[config.mk]
export PLATFORM = sky130hd
export DESIGN_NAME = aes_sbox_arbiter
export DESIGN_NICKNAME = d
export VERILOG_FILES = /design/src/rtl/aes_sbox_arbiter.sv
export SDC_FILE = /design/constraint.sdc
export NUM_CORES = 1
export LEC_CHECK = 0
export CAP_MARGIN = 20
export CORE_AREA = 2 2 154 156
export CTS_BUF_LIST = sky130_fd_sc_hd__clkbuf_16
export CTS_CLUSTER_SIZE = 8
export DETAILED_ROUTE_END_ITERATION = 16
export DIE_AREA = 0 0 156 158
export GPL_TIMING_DRIVEN = 1
export PLACE_DENSITY_LB_ADDON = 0.15
export SKIP_LAST_GASP = 1
export SLEW_MARGIN = 20
export SYNTH_ARGS = -nofsm -noshare
export SYNTH_HDL_FRONTEND = slang
export SYNTH_SLANG_ARGS = --single-unit
[constraint.sdc]
create_clock -name clk -period 5.9 [get_ports clk]
set_clock_uncertainty 0.15 [all_clocks]
set_input_delay 0.59 -clock clk [delete_from_list [all_inputs] [get_ports clk]]
set_output_delay 0.59 -clock clk [all_outputs]
set_load 0.02 [all_outputs]
[src/rtl/aes_sbox_arbiter.sv]
// Time-shares one external 32-bit S-box lane between a 4-beat state SubBytes
// requester (A) and a single-beat key-expansion SubWord requester (K).
module aes_sbox_arbiter #(
    parameter bit KEY_PRIORITY = 1'b0
) (
    input  logic         clk,
    input  logic         rst,
    input  logic         a_req,
    input  logic [127:0] a_data,
    output logic         a_ack,
    output logic [127:0] a_result,
    input  logic         k_req,
    input  logic [31:0]  k_word,
    output logic         k_ack,
    output logic [31:0]  k_result,
    output logic [31:0]  sbox_in,
    input  logic [31:0]  sbox_out,
    output logic         busy,
    output logic         grant_k
);

    typedef enum logic [1:0] {StIdle, StABusy, StKBusy} state_e;

    state_e       state_q;
    logic [1:0]   beat_q;
    logic         last_k_q;
    logic         a_ack_q;
    logic         k_ack_q;
    logic [127:0] a_result_q;
    logic [31:0]  k_result_q;

    logic a_elig;
    logic k_elig;
    logic pick_k;
    logic pick_a;

    // A request still high in its own ack cycle is stale and must not be re-granted.
    assign a_elig = a_req && !a_ack_q;
    assign k_elig = k_req && !k_ack_q;
    assign pick_k = k_elig && (!a_elig || KEY_PRIORITY || !last_k_q);
    assign pick_a = a_elig && !pick_k;

    always_comb begin
        sbox_in = 32'h0;
        case (state_q)
            StABusy: begin
                case (beat_q)
                    2'd0:    sbox_in = a_data[127:96];
                    2'd1:    sbox_in = a_data[95:64];
                    2'd2:    sbox_in = a_data[63:32];
                    default: sbox_in = a_data[31:0];
                endcase
            end
            StKBusy: sbox_in = k_word;
            default: sbox_in = 32'h0;
        endcase
    end

    always_ff @(posedge clk or posedge rst) begin
        if (rst) begin
            state_q    <= StIdle;
            beat_q     <= 2'd0;
            last_k_q   <= 1'b1;
            a_ack_q    <= 1'b0;
            k_ack_q    <= 1'b0;
            a_result_q <= 128'h0;
            k_result_q <= 32'h0;
        end else begin
            a_ack_q <= 1'b0;
            k_ack_q <= 1'b0;
            case (state_q)
                StIdle: begin
                    if (pick_k) begin
                        state_q  <= StKBusy;
                        last_k_q <= 1'b1;
                    end else if (pick_a) begin
                        state_q  <= StABusy;
                        beat_q   <= 2'd0;
                        last_k_q <= 1'b0;
                    end
                end
                StABusy: begin
                    case (beat_q)
                        2'd0:    a_result_q[127:96] <= sbox_out;
                        2'd1:    a_result_q[95:64]  <= sbox_out;
                        2'd2:    a_result_q[63:32]  <= sbox_out;
                        default: a_result_q[31:0]   <= sbox_out;
                    endcase
                    beat_q <= beat_q + 2'd1;
                    if (beat_q == 2'd3) begin
                        state_q <= StIdle;
                        a_ack_q <= 1'b1;
                    end
                end
                StKBusy: begin
                    k_result_q <= sbox_out;
                    k_ack_q    <= 1'b1;
                    state_q    <= StIdle;
                end
                default: state_q <= StIdle;
            endcase
        end
    end

    assign a_ack    = a_ack_q;
    assign k_ack    = k_ack_q;
    assign a_result = a_result_q;
    assign k_result = k_result_q;
    assign busy     = (state_q != StIdle);
    assign grant_k  = (state_q == StKBusy);

endmodule

## Word-level counts from Yosys, hierarchy flattened

Index checks and enable logic that the tools add are counted.

| operators by class | value |
|---|---|
| equality and inequality tests | 9 |
| reductions and logical operators | 23 |
| bitwise operators | 1 |
| add/subtract/negate cells | 1 |
| mux-type cells | 14 |

Operators with widths:

| cell | number |
|---|---|
| 32-bit case mux with 3 select lines | 1 |
| 32-bit case mux with 2 select lines | 1 |
| 2-bit AND reduction | 6 |
| 2-bit 2-to-1 mux | 5 |
| 2-bit case mux with 2 select lines | 2 |
| 2-bit equality test (second input constant) | 3 |
| 2-bit != test (second input constant) | 3 |
| 2-bit nonzero test | 3 |
| 1-bit logical NOT | 5 |
| 1-bit 2-to-1 mux | 5 |
| 2-bit by 1-bit equality test with 1-bit output (second input constant) | 2 |
| 1-bit logical AND | 4 |
| 2-bit logical NOT | 2 |
| 3-bit != test (second input constant) | 1 |
| 3-bit AND reduction | 1 |
| 3-bit OR reduction | 1 |
| 2-bit by 1-bit adder with 2-bit output (second input constant) | 1 |
| 1-bit logical OR | 1 |
| 1-bit NOT | 1 |

| word-level totals | value |
|---|---|
| word-level logic and storage cells | 58 |
| register bits | 167 |
| input port bits | 196 |
| output and inout port bits | 196 |

## Depth between registers and ports, before layout

| depth | value |
|---|---|
| word-level depth | 10 |
| depth in mapped cells | 7 |
| gate-level depth less buffers | 5 |

## Worst setup path after synthesis

Ideal clock, no wire load.

| timing | value |
|---|---|
| kind | register to output |
| from | register state_q[0] |
| to | output sbox_in[10] |
| path buffers | 3 |
| path slack | 3.520 ns |
| cell stages (with the launch flop) | 8 |
| data arrival time | 1.640 ns |
| data required time | 5.160 ns |
| cell sequence | dfrtp_1 inv_1 ha_1 buf_2 and2_1 clkbuf_1 buf_2 a22o_1 |

| on the way | value |
|---|---|
| cells in the longest elaborated chain, start to end | 2 |
| elaborated cells on any way between the ends | 3 |
| those cells by class | 2 x eq/ne; 1 x mux |

Ends and longest elaborated chain:

| item | RTL line | text |
|---|---|---|
| start, declared | 24 | `state_e state_q;` |
| start signal, assigned | 61 | `state_q <= StIdle;` |
| start signal, assigned | 74 | `state_q <= StKBusy;` |
| start signal, assigned | 77 | `state_q <= StABusy;` |
| 2-bit equality test | -- |  |
| named net grant_k | 19 | `output logic grant_k` |
| 32-bit case mux with 2 select lines | 45 | `case (state_q)` |
| end, declared | 16 | `output logic [31:0] sbox_in,` |

The timed path passes the listed nets, and every way through them passes these cells.

## Worst setup path in the final report

| timing | value |
|---|---|
| from | register state_q[1] |
| to | output sbox_in[25] |

| on the way | value |
|---|---|
| cells in the longest elaborated chain, start to end | 2 |
| elaborated cells on any way between the ends | 3 |
| those cells by class | 2 x eq/ne; 1 x mux |

Ends and longest elaborated chain:

| item | RTL line |
|---|---|
| 2-bit equality test or 2-bit by 1-bit equality test with 1-bit output (tied branches) | 45 |
| 32-bit case mux with 2 select lines (*) | 45 |

Mark *: on every way between the ends. The rest lies on a longest branch, timed or not.

==> impl_summary.txt <==
----------------------------------------------------
[STA]
  Final hold vios ... 0
  Total setup violations reported at the end of the flow ... 0
  Final Max Tran Viols ... 0
  Sum of negative setup slack ... 0 ns
  Fmax ... 267 MHz
  Period minus WS final ... 3.75 ns
  Share of the clock period used by the worst path after layout ... 0.635
  Unrepaired setup endpoints after global routing ... no
  Slew at the pin closest to its max-slew limit ... 1.07 ns
  Rel. slew slack ... 0.282

[Route]
  Via count of the routed design ... 5947
  Total detailed-routing wirelength ... 26.2 mm
  DRC marker count from the first detailed-route iteration ... 346
  Average via count per standard cell ... 4.89
  Wirelength per Cell ... 21.6 um
  Detailed-routing iteration count for the pre-antenna-repair pass ... 9
  Number of nets with antenna violations after detailed routing ... 0
  DRC errors left ... 0

[Place]
  Final HPWL from detailed placement ... 18.8 mm
  # port buffers ... 391
  Final GP Congestion ... 0.798

[Setup path]
  Worst Setup Path Type ... reg -> out
  Highest fanout seen on the critical path ... 20
  Worst flop-to-flop path startpoint ... beat_q[1]
  Worst Setup Start Kind ... flip-flop
  Depth of the most critical reg-to-reg path ... 5
  Worst path slowest cell ... clkdlybuf4s50_1
  R2r endpoint ... a_result[125]
  Critical path buffers and inverters ... 3
  Reg2Reg Setup Slack ... 3.31 ns
  Peak per-stage delay on the critical path ... 0.62 ns
  Arrival time at the worst endpoint ... 3.01 ns
  Critical path, cell by cell ... inv_1 -> ha_1 -> and2_1 -> buf_4 -> a22o_1 -> clkdlybuf4s50_1
  Crit end category ... output pin
  Largest delay share family, worst path ... buffers and inverters
  WP data required ... 5.16 ns

[Floorplanning]
  Floorplan die area ... 0.0246 mm2
  Number of standard-cell rows in the floorplan ... 56
  CORE AREA ... 0.0231 mm2
  Die H ... 158 um
  X dimension of the die ... 156 um
  Starting utilization of the core area ... 0.329
  Top-level I/O count ... 392

[Layout]
  Commonest non-fill, non-tap cell in the layout ... clkdlybuf4s50_1
  Total number of nets in the final design ... 1116
  Highest-count cells in the layout ignoring fill and taps ... 391 x clkdlybuf4s50_1, 166 x dfrtp_1, 160 x mux2_2
  Area growth, synth to finish ... 61.7%
  Number of fill cells ... 2025
  Fraction of layout cells with a size suffix above 1 ... 0.228
  Final core utilization ... 0.531

[Clock network]
  Maximum count of clock buffers along a single path ... 2
  H-tree depth reported by CTS ... 4
  CTS Root Cell ... clkbuf_16
  TritonCTS clock tree ... built
  Post-CTS Setup Inserts ... 0
  CTS Buf Count ... 17
  Source-to-sink clock delay at the later pin of the worst-skew pair ... 0.42 ns
  Clk sink count ... 167
  # resized after CTS ... 0
  Number of buffers added to fix hold violations after cts ... 0
  Worst-path clk slew ... 0.07 ns

[GRT]
  Pin count of the biggest net entering global routing ... 95
  Initial antenna violation count ... 1
  Vias in the first global route ... 6033
  Overflow after GRT ... 0
  Tot GR Track Use ... 0.207
  Global-route wire length before repair ... 37.9 mm

[Synth]
  Dominant cells by area after synthesis ... dfrtp_1 55%, mux2_2 24%, a222oi_1 4.2%
  Synthesis Warnings ... 0
  Post-synthesis cell count ... 535
  Average cell area after synthesis ... 14.2 um2
  Fraction of synthesized cell area taken by the top area cell type ... 0.548
  Flops & latches, synth ... 167
  Cell type with the highest aggregate area in the netlist ... dfrtp_1
  Net Count, Synth ... 738
  Distinct cell type count after synthesis ... 28
  Synth Cell Area ... 0.00758 mm2
  Sequential fraction of the synthesis area ... 0.552

[Flow run]
  Maxcap violations ... 0

[Run status]
  Status ... finished, final reports clean

[Hold path]
  Min-Delay Startpoint ... a_result[63]
  Hold Path Cell Cnt ... 1
  Path type of the worst min-delay path ... reg -> reg
  Worst Hold Path EP ... a_result[63]

[Pwr]
  Leakage component of the power ... 0.00504 uW
  P per Cell Area ... 557 mW/mm2
  IR Drop Worst-Case VDD ... 383 uV

----------------------------------------------------
## area by class of cell
| cell class | count | area, um2 | area share |
|---|---|---|---|
| diodes | 1 | 2.50 | 0.000204 |
| inverters | 39 | 151 | 0.0124 |
| multi-input cells | 288 | 2990 | 0.244 |
| clock buffers | 17 | 425 | 0.0347 |
| well taps | 290 | 363 | 0.0296 |
| clock inverters | 14 | 159 | 0.0130 |
| flip-flops and latches | 167 | 4180 | 0.341 |
| repair buffers | 400 | 3980 | 0.325 |
## where the power goes
group          switching [uW]  internal [uW]  total, uW  leakage (uW)
sequential                281           1730       2010       0.00196
clock                     516            565       1080      0.000281
combinational            1820           1910       3730       0.00280
## metrics by stage
step	instance area, um2	total power [uW]	setup slack, ns	hold slack (ns)	std cells
finish	12300	6820	2.15	0.354	1216
global route	12300	7190	1.91	0.366	1216
CTS	12200	6920	2.14	0.357	1215
detailed placement	11700	5800	2.61	0.342	1184
global placement	11700	5760	2.64	0.336	1184
floorplan	7580	4010	0.643	0.373	535
## state kept, by name (all words and copies together), names as in the netlist
| register | cells |
|---|---|
| a_result | 128 |
| k_result | 32 |
| a_ack | 1 |
| last_k_q | 1 |
| k_ack | 1 |
| state_q | 2 |
| beat_q | 2 |
## Yosys cell counts
cell type and number:
buf_6 7, dfstp_2 1, mux2i_1 32, a31oi_1 1
mux2_2 160, a211o_1 1, clkbuf_1 2, nand2_2 1
nand2_1 4, buf_4 1, ha_1 7, a22o_1 32
buf_8 3, buf_2 28, inv_1 38, and2_1 2
nor2b_1 3, o22ai_1 2, o21ba_2 1, o21ai_0 1
nor3b_1 1, nand2b_1 2, a21oi_1 3, inv_2 1
dfrtp_1 166, a32o_1 2, or3_4 1, a222oi_1 32
## metal layers
metal	vias up	wire (um)	track usage
met1	2936	10000	0.235
met2	249	13300	0.361
met4	0	396	0.0568
met5	-	0	0
li1	2739	-	-
met3	23	2540	0.0829
## logic make-up after synthesis
| kind of cell | after synthesis | share of synthesized area |
|---|---|---|
| compound gates | 75 | 0.0895 |
| simple gates | 14 | 0.0111 |
| fa+ha+maj | 7 | 0.0116 |
| buf+inv | 80 | 0.0561 |
| flops | 167 | 0.552 |
| mux | 192 | 0.280 |
## how the worst max path moves through the flow
stage | slack, ns | end | cells past startpoint | from
global route | 1.91 | sbox_in[22] | 6 | state_q[1]
global placement | 2.64 | sbox_in[31] | 6 | state_q[1]
finish | 2.15 | sbox_in[25] | 6 | state_q[1]
floorplan | 0.64 | a_ack | 1 | rst
CTS | 2.14 | sbox_in[31] | 6 | state_q[1]
detailed placement | 2.61 | sbox_in[25] | 6 | state_q[1]
## worst register-to-register path: cells and delay by family (launching register included)
family,cells,cell delay [ns]
fa+ha+maj,1,0.16
buf+inv,2,0.49
flops,1,0.40
mux,1,0.56
simple gates,1,0.71
No activity file was read; power rests on OpenSTA's default activity.
